`src/rtl/systolic_tile_controller_if.sv`:
```
// Command channel from the tile scheduler: valid/ready handshake plus the per-command configuration.
interface systolic_tile_controller_if #(
    parameter int unsigned ADDR_WIDTH = 10,
    parameter int unsigned ROWS_W     = 10
);
    logic                  cmd_valid;
    logic                  cmd_ready;
    logic                  cmd_op;
    logic [ROWS_W-1:0]     cfg_rows;
    logic [ADDR_WIDTH-1:0] cfg_rd_base;
    logic [ADDR_WIDTH-1:0] cfg_wr_base;
    logic                  cfg_accum;

    modport master (
        output cmd_valid, cmd_op, cfg_rows, cfg_rd_base, cfg_wr_base, cfg_accum,
        input  cmd_ready
    );

    modport slave (
        input  cmd_valid, cmd_op, cfg_rows, cfg_rd_base, cfg_wr_base, cfg_accum,
        output cmd_ready
    );
endinterface

```
`src/rtl/systolic_tile_controller.sv`:
```
// Weight-stationary systolic tile controller: weight load, activation feed with stall freeze, drain, write-back.
// Optional SYS_PERF_CNT_EN adds the FEED stall counter on stall_cnt; otherwise stall_cnt is tied to 0.
module systolic_tile_controller #(
    parameter int unsigned N_SIZE     = 32,
    parameter int unsigned MAX_ROWS   = 512,
    parameter int unsigned ADDR_WIDTH = 10,
    parameter int unsigned ROWS_W     = $clog2(MAX_ROWS + 1)
) (
    input  logic                        clk,
    input  logic                        rst_n,
    systolic_tile_controller_if.slave   cmd_if,
    input  logic                        wt_valid,
    input  logic                        in_valid,
    output logic                        sys_wt_en,
    output logic [$clog2(N_SIZE)-1:0]   wt_row_sel,
    output logic                        sys_adv,
    output logic                        rd_en,
    output logic [ADDR_WIDTH-1:0]       rd_addr,
    output logic                        we,
    output logic [ADDR_WIDTH-1:0]       wr_addr,
    output logic                        acc_en,
    output logic                        busy,
    output logic                        done,
    output logic                        err,
    output logic                        wt_loaded,
    output logic [15:0]                 stall_cnt
);
    localparam int unsigned PIPE_LAT = 2 * N_SIZE - 1;
    localparam int unsigned SEL_W    = $clog2(N_SIZE);
    localparam int unsigned ADV_W    = $clog2(MAX_ROWS + PIPE_LAT + 1);

    localparam logic [2:0] S_IDLE    = 3'd0;
    localparam logic [2:0] S_LOAD_WT = 3'd1;
    localparam logic [2:0] S_FEED    = 3'd2;
    localparam logic [2:0] S_DRAIN   = 3'd3;
    localparam logic [2:0] S_FINISH  = 3'd4;

    logic [2:0]            r_state,   w_state_nxt;
    logic [SEL_W-1:0]      r_wt_cnt,  w_wt_cnt_nxt;
    logic [ROWS_W-1:0]     r_beat,    w_beat_nxt;
    logic [ADV_W-1:0]      r_adv,     w_adv_nxt;
    logic [ROWS_W-1:0]     r_rows,    w_rows_nxt;
    logic [ADDR_WIDTH-1:0] r_rd_base, w_rd_base_nxt;
    logic [ADDR_WIDTH-1:0] r_wr_base, w_wr_base_nxt;
    logic                  r_accum,   w_accum_nxt;

    logic                  w_advance;
    logic                  w_wt_en_nxt, w_sys_adv_nxt, w_rd_en_nxt, w_we_nxt, w_acc_en_nxt;
    logic                  w_done_nxt, w_err_nxt, w_wt_loaded_nxt;
    logic [SEL_W-1:0]      w_row_sel_nxt;
    logic [ADDR_WIDTH-1:0] w_rd_addr_nxt, w_wr_addr_nxt;

    // Next-state and next-output decode; every output is registered below.
    always_comb begin
        w_state_nxt     = r_state;
        w_wt_cnt_nxt    = r_wt_cnt;
        w_beat_nxt      = r_beat;
        w_adv_nxt       = r_adv;
        w_rows_nxt      = r_rows;
        w_rd_base_nxt   = r_rd_base;
        w_wr_base_nxt   = r_wr_base;
        w_accum_nxt     = r_accum;
        w_advance       = 1'b0;
        w_wt_en_nxt     = 1'b0;
        w_sys_adv_nxt   = 1'b0;
        w_rd_en_nxt     = 1'b0;
        w_we_nxt        = 1'b0;
        w_acc_en_nxt    = 1'b0;
        w_done_nxt      = 1'b0;
        w_err_nxt       = 1'b0;
        w_wt_loaded_nxt = wt_loaded;
        w_row_sel_nxt   = wt_row_sel;
        w_rd_addr_nxt   = rd_addr;
        w_wr_addr_nxt   = wr_addr;

        case (r_state)
            S_IDLE: begin
                if (cmd_if.cmd_valid) begin
                    w_rows_nxt    = cmd_if.cfg_rows;
                    w_rd_base_nxt = cmd_if.cfg_rd_base;
                    w_wr_base_nxt = cmd_if.cfg_wr_base;
                    w_accum_nxt   = cmd_if.cfg_accum;
                    if (!cmd_if.cmd_op) begin
                        w_state_nxt     = S_LOAD_WT;
                        w_wt_loaded_nxt = 1'b0;
                        w_wt_cnt_nxt    = '0;
                    end else if (cmd_if.cfg_rows != '0 && cmd_if.cfg_rows <= ROWS_W'(MAX_ROWS)
                                 && wt_loaded) begin
                        w_state_nxt = S_FEED;
                        w_beat_nxt  = '0;
                        w_adv_nxt   = '0;
                    end else begin
                        w_err_nxt = 1'b1;
                    end
                end
            end
            S_LOAD_WT: begin
                if (wt_valid) begin
                    w_wt_en_nxt   = 1'b1;
                    w_row_sel_nxt = r_wt_cnt;
                    w_wt_cnt_nxt  = r_wt_cnt + SEL_W'(1);
                    if (r_wt_cnt == SEL_W'(N_SIZE - 1)) begin
                        w_wt_loaded_nxt = 1'b1;
                        w_state_nxt     = S_FINISH;
                    end
                end
            end
            S_FEED: begin
                // A missing activation row freezes the whole array: no advance, counters hold.
                if (in_valid) begin
                    w_advance     = 1'b1;
                    w_rd_en_nxt   = 1'b1;
                    w_rd_addr_nxt = r_rd_base + ADDR_WIDTH'(r_beat);
                    w_beat_nxt    = r_beat + ROWS_W'(1);
                    if (r_beat == r_rows - ROWS_W'(1)) begin
                        w_state_nxt = S_DRAIN;
                    end
                end
            end
            S_DRAIN: begin
                w_advance = 1'b1;
                if (r_adv == ADV_W'(r_rows) + ADV_W'(PIPE_LAT - 1)) begin
                    w_state_nxt = S_FINISH;
                end
            end
            S_FINISH: begin
                w_done_nxt  = 1'b1;
                w_state_nxt = S_IDLE;
            end
            default: begin
                w_state_nxt = S_IDLE;
            end
        endcase

        // Results emerge once the pipeline has filled; write index trails the advance count by PIPE_LAT.
        if (w_advance) begin
            w_sys_adv_nxt = 1'b1;
            w_adv_nxt     = r_adv + ADV_W'(1);
            if (r_adv >= ADV_W'(PIPE_LAT)) begin
                w_we_nxt      = 1'b1;
                w_acc_en_nxt  = r_accum;
                w_wr_addr_nxt = r_wr_base + ADDR_WIDTH'(r_adv - ADV_W'(PIPE_LAT));
            end
        end
    end

    always_ff @(posedge clk) begin
        if (!rst_n) begin
            r_state          <= S_IDLE;
            r_wt_cnt         <= '0;
            r_beat           <= '0;
            r_adv            <= '0;
            r_rows           <= '0;
            r_rd_base        <= '0;
            r_wr_base        <= '0;
            r_accum          <= 1'b0;
            cmd_if.cmd_ready <= 1'b1;
            sys_wt_en        <= 1'b0;
            wt_row_sel       <= '0;
            sys_adv          <= 1'b0;
            rd_en            <= 1'b0;
            rd_addr          <= '0;
            we               <= 1'b0;
            wr_addr          <= '0;
            acc_en           <= 1'b0;
            busy             <= 1'b0;
            done             <= 1'b0;
            err              <= 1'b0;
            wt_loaded        <= 1'b0;
        end else begin
            r_state          <= w_state_nxt;
            r_wt_cnt         <= w_wt_cnt_nxt;
            r_beat           <= w_beat_nxt;
            r_adv            <= w_adv_nxt;
            r_rows           <= w_rows_nxt;
            r_rd_base        <= w_rd_base_nxt;
            r_wr_base        <= w_wr_base_nxt;
            r_accum          <= w_accum_nxt;
            cmd_if.cmd_ready <= (w_state_nxt == S_IDLE);
            sys_wt_en        <= w_wt_en_nxt;
            wt_row_sel       <= w_row_sel_nxt;
            sys_adv          <= w_sys_adv_nxt;
            rd_en            <= w_rd_en_nxt;
            rd_addr          <= w_rd_addr_nxt;
            we               <= w_we_nxt;
            wr_addr          <= w_wr_addr_nxt;
            acc_en           <= w_acc_en_nxt;
            busy             <= (w_state_nxt != S_IDLE);
            done             <= w_done_nxt;
            err              <= w_err_nxt;
            wt_loaded        <= w_wt_loaded_nxt;
        end
    end

`ifdef SYS_PERF_CNT_EN
    // Saturating count of FEED cycles lost to a missing activation row.
    always_ff @(posedge clk) begin
        if (!rst_n) begin
            stall_cnt <= '0;
        end else if (r_state == S_IDLE && cmd_if.cmd_valid && cmd_if.cmd_op) begin
            stall_cnt <= '0;
        end else if (r_state == S_FEED && !in_valid && stall_cnt != 16'hFFFF) begin
            stall_cnt <= stall_cnt + 16'd1;
        end
    end
`else
    assign stall_cnt = '0;
`endif

endmodule

```
`src/flat_wrapper.sv`:
```
// flat-port wrapper written by rule: the top's interface ports become plain ports
module systolic_tile_controller_flat 
#(
    parameter int unsigned N_SIZE     = 32,
    parameter int unsigned MAX_ROWS   = 512,
    parameter int unsigned ADDR_WIDTH = 10,
    parameter int unsigned ROWS_W     = $clog2(MAX_ROWS + 1)
)
  (clk, rst_n, wt_valid, in_valid, sys_wt_en, wt_row_sel, sys_adv, rd_en, rd_addr, we, wr_addr, acc_en, busy, done, err, wt_loaded, stall_cnt, cmd_if_cmd_valid, cmd_if_cmd_op, cmd_if_cfg_rows, cmd_if_cfg_rd_base, cmd_if_cfg_wr_base, cmd_if_cfg_accum, cmd_if_cmd_ready);
  systolic_tile_controller_if #(.ADDR_WIDTH(ADDR_WIDTH), .ROWS_W(ROWS_W)) cmd_if_i ();
  input  logic clk;
  input  logic rst_n;
  input  logic wt_valid;
  input  logic in_valid;
  output logic sys_wt_en;
  output logic [$clog2(N_SIZE)-1:0] wt_row_sel;
  output logic sys_adv;
  output logic rd_en;
  output logic [ADDR_WIDTH-1:0] rd_addr;
  output logic we;
  output logic [ADDR_WIDTH-1:0] wr_addr;
  output logic acc_en;
  output logic busy;
  output logic done;
  output logic err;
  output logic wt_loaded;
  output logic [15:0] stall_cnt;
  input wire logic [$bits(cmd_if_i.cmd_valid)-1:0] cmd_if_cmd_valid;
  input wire logic [$bits(cmd_if_i.cmd_op)-1:0] cmd_if_cmd_op;
  input wire logic [$bits(cmd_if_i.cfg_rows)-1:0] cmd_if_cfg_rows;
  input wire logic [$bits(cmd_if_i.cfg_rd_base)-1:0] cmd_if_cfg_rd_base;
  input wire logic [$bits(cmd_if_i.cfg_wr_base)-1:0] cmd_if_cfg_wr_base;
  input wire logic [$bits(cmd_if_i.cfg_accum)-1:0] cmd_if_cfg_accum;
  output wire logic [$bits(cmd_if_i.cmd_ready)-1:0] cmd_if_cmd_ready;
  assign cmd_if_i.cmd_valid = cmd_if_cmd_valid;
  assign cmd_if_i.cmd_op = cmd_if_cmd_op;
  assign cmd_if_i.cfg_rows = cmd_if_cfg_rows;
  assign cmd_if_i.cfg_rd_base = cmd_if_cfg_rd_base;
  assign cmd_if_i.cfg_wr_base = cmd_if_cfg_wr_base;
  assign cmd_if_i.cfg_accum = cmd_if_cfg_accum;
  assign cmd_if_cmd_ready = cmd_if_i.cmd_ready;
  systolic_tile_controller #(.N_SIZE(N_SIZE), .MAX_ROWS(MAX_ROWS), .ADDR_WIDTH(ADDR_WIDTH), .ROWS_W(ROWS_W)) u_core (.clk(clk), .rst_n(rst_n), .cmd_if(cmd_if_i), .wt_valid(wt_valid), .in_valid(in_valid), .sys_wt_en(sys_wt_en), .wt_row_sel(wt_row_sel), .sys_adv(sys_adv), .rd_en(rd_en), .rd_addr(rd_addr), .we(we), .wr_addr(wr_addr), .acc_en(acc_en), .busy(busy), .done(done), .err(err), .wt_loaded(wt_loaded), .stall_cnt(stall_cnt));
endmodule
```
`config.mk`:
```
export PLATFORM = sky130hd
export DESIGN_NAME = systolic_tile_controller_flat
export DESIGN_NICKNAME = d
export VERILOG_FILES = /design/src/rtl/systolic_tile_controller_if.sv /design/src/rtl/systolic_tile_controller.sv /design/src/flat_wrapper.sv
export SDC_FILE = /design/constraint.sdc
export NUM_CORES = 1
export LEC_CHECK = 0
export CORE_MARGIN = 2
export CORE_UTILIZATION = 61
export CTS_CLUSTER_SIZE = 10
export DETAILED_ROUTE_END_ITERATION = 8
export DONT_BUFFER_PORTS = 1
export PLACE_DENSITY = 0.77
export SLEW_MARGIN = 20
export SYNTH_ARGS = -nofsm -noshare
export SYNTH_HDL_FRONTEND = slang
export SYNTH_SLANG_ARGS = --single-unit
```
`constraint.sdc`:
```
create_clock -name clk -period 4.65 [get_ports clk]
set_clock_uncertainty 0.1 [all_clocks]
set_input_delay 0.6975 -clock clk [delete_from_list [all_inputs] [get_ports clk]]
set_output_delay 0.6975 -clock clk [all_outputs]
set_load 0.02 [all_outputs]
```
==> impl_metrics.toml <==
[outcome]
outcome = "completed"

[placed_design]
dp_hpwl_um = 8310
place.gp.congestion = 0.886
numPortBuffers = 0
dp.cells = 732
placed_area_um2 = 5400

[timing]
setup_viol = 0
fin_tns_setup_ns = 0
tightestPinTransition_ns = 0.830
grt_setup_unrepaired = "no"
hold_viol = 0
period_needed_ns = 2.76
slew_headroom_pct = 44.3
timing.final.max_slew_violations = 0
holdWs_ns = 0.352
fin_crit_sh_pct = 59.4
fmax_ghz = 0.362

[clocking]
cts.path.max_buffers = 2
path_clk_slew_ns = 0.09
htree_levels = 3
numClockSinks = 94
numCtsBuffers = 9
clock_latency_ns = 0.36
cts_setup_buffers = 0
ctsResizeCount = 0
cts_tree = "built"
clockRootBuffer = "clkbuf_8"
hold_buffers = 0

[detailed_routing]
dr.pass1.iters = 4
wirelength_um = 11500
vias_per_cell = 5.79
via_count = 4334
final_antenna_net_count = 0
remaining_drc_errors = 0
wl_per_cell_um = 15.4
first_iter_violations = 181

[die]
num_rows = 34
start_util_pct = 62.8
die_h_um = 98.5
die_w_um = 98.5
design.die.area_um2 = 9700
core_area_um2 = 8680
ios = 88

[layout]
nets = 706
final_area_um2 = 5640
drive_gt1_share_pct = 4.38
instances_no_fill = 748
area_growth_pct = 3.51
insertedDiodeCount = 0
final_core_util_pct = 65.0
num-fill-cells = 734

[yosys]
syn_inst = 657
synth_top_family_by_area = "simple AND/OR/NAND/NOR gates"
ys.flop_type = "dfxtp_1"
syn_avg_cell_area_um2 = 8.29
yosysUniqueCellTypes = 62
synth.cell_area_um2 = 5450
seq_area_frac_synth_pct = 34.5
synth_simple_gate_area_share_pct = 24.4
synth_edf_count = 0
synth_warnings = 0
synth-xor-area-share_pct = 7.56
synth_compound_area_share_pct = 16.2
synth-seq-cells = 94
ys_async_sr_fraction_pct = 0
synthMuxAreaShare_pct = 2.39
synth-adder-area-share_pct = 8.08

[pwr]
leakagePower_nw = 2.29
vdd_drop_max_v = 0.000160
power_density_nw_per_um2 = 291

[global_route]
gr-total-overflow = 0
first_global_vias = 4232
grt_util_met2_pct = 40.1
busiest_layer = "met2"
antenna_found_initial = 0
grt_use_total_pct = 24.6
grt_max_degree = 86
gr-usage-met1_pct = 32.9
grt_pass1_wl_um = 19900
met3_usage_pct = 4.54

[worst_setup_path]
max_stage_delay_ns = 0.48
end_kind = "flip-flop"
crit_family = "simple AND/OR/NAND/NOR gates"
cp_num_buf_inv = 1
start_kind = "flip-flop"
cp.required_ns = 4.79
path_max_fanout = 5
critPathArrivalTime_ns = 2.90
crit_type = "reg -> reg"
cpMaxStageDelayCell = "nor4b_1"
path_cells = "inv_1 -> ha_1 -> nor4b_1 -> nor2_1 -> or3_1 -> a31oi_1 -> a21oi_1 -> or3b_1"

[min_path]
min_path_type = "in -> reg"

[run]
max-cap-violations = 0
## registers in the layout, summed over array words and instances, names as in the netlist, 3 cells and up
| name | flops |
|---|---|
| u_core.r_beat | 10 |
| u_core.r_rows | 10 |
| u_core.r_rd_base | 10 |
| u_core.wr_addr | 10 |
| u_core.r_adv | 10 |
| u_core.r_state | 3 |
| u_core.r_wr_base | 10 |
| u_core.wt_row_sel | 5 |
| u_core.rd_addr | 10 |
| u_core.r_wt_cnt | 5 |
## cells by family after synthesis
| group | Yosys count |
|---|---|
| fa+ha+maj | 34 |
| other cells | 1 |
| simple gates | 262 |
| mux | 13 |
| compound gates | 128 |
| flops | 94 |
| buf+inv | 78 |
| xor+xnor | 47 |
## synthesized netlist by cell type, types with 3 or more instances
cell | n | area [um2]
a2111oi_0 | 3 | 26.3
a21boi_0 | 42 | 315
a21o_1 | 4 | 30.0
a21oi_1 | 11 | 55.1
a31oi_1 | 4 | 25.0
and2_1 | 10 | 62.6
and3_1 | 11 | 68.8
buf_2 | 3 | 15.0
buf_4 | 17 | 128
clkbuf_1 | 29 | 109
dfxtp_1 | 94 | 1880
ha_1 | 32 | 400
inv_1 | 27 | 101
mux2i_1 | 13 | 130
nand2_1 | 110 | 413
nand2b_1 | 8 | 50.1
nand3_1 | 20 | 100
nand3b_1 | 8 | 60.1
nand4_1 | 5 | 31.3
nor2_1 | 37 | 139
nor2b_1 | 15 | 93.8
nor3_1 | 7 | 35.0
nor4_1 | 3 | 18.8
o2111ai_1 | 3 | 26.3
o211a_1 | 3 | 30.0
o211ai_1 | 5 | 37.5
o21a_1 | 3 | 22.5
o21ai_0 | 31 | 155
o22ai_1 | 3 | 18.8
o41ai_1 | 3 | 26.3
or3_1 | 6 | 37.5
or4_1 | 5 | 37.5
xnor2_1 | 27 | 236
xor2_1 | 20 | 175
## per-stage QoR
step                      total power, mW  setup WS (ns)
after floorplan                      1.03           1.73
after detailed placement             1.04           1.78
final                                1.64           1.89
after CTS                            1.66           1.92
after global routing                 1.72           1.62
after global placement               1.03           1.82
## worst reg2reg max path, cell delays in order, from the launching register on
cell	delay, ns
dfxtp_1	0.38
inv_1	0.11
ha_1	0.20
nor4b_1	0.48
nor2_1	0.14
or3_1	0.37
a31oi_1	0.30
a21oi_1	0.16
or3b_1	0.41
## final timing paths
path	start	to	slack (ns)	depth (start not counted)
max	u_core.r_rows[1]	u_core.busy	1.89	8
min	rst_n	u_core.sys_wt_en	0.35	1
max reg2reg	u_core.r_rows[1]	u_core.busy	1.89	8
min reg2reg	u_core.r_accum	u_core.r_accum	0.36	2
## per-layer routing
| metal | vias up | wire length (um) |
|---|---|---|
| met3 | 15 | 593 |
| met1 | 2021 | 5290 |
| met5 | - | 0 |
| met4 | 0 | 138 |
| li1 | 2184 | - |
| met2 | 114 | 5500 |
## cells in the final DEF, fill, tap and decap left out, types with 15 or more instances in the layout
cell type  Yosys  layout
a21boi_0      42      42
conb_1         1      16
dfxtp_1       94      94
ha_1          32      32
inv_1         27      27
nand2_1      110     110
nand3_1       20      20
nor2_1        37      37
nor2b_1       15      15
o21ai_0       31      30
xnor2_1       27      27
xor2_1        20      20
## layout make-up
class	count	area, um2	area share, %
clock buffers	11	151	2.68
clock inverters	5	81.3	1.44
inverters	27	101	1.80
multi-input cells	500	3270	57.9
flip-flops and latches	94	1880	33.4
well taps	108	135	2.40
repair buffers	3	22.5	0.399
## report_power, final
part           leakage [nW]  switching, mW  total [mW]  internal [mW]
clock network         0.116          0.286       0.619          0.332
logic                  1.41         0.0983       0.172         0.0737
registers             0.763         0.0276       0.852          0.825
Power figures use the tool's default switching activity.
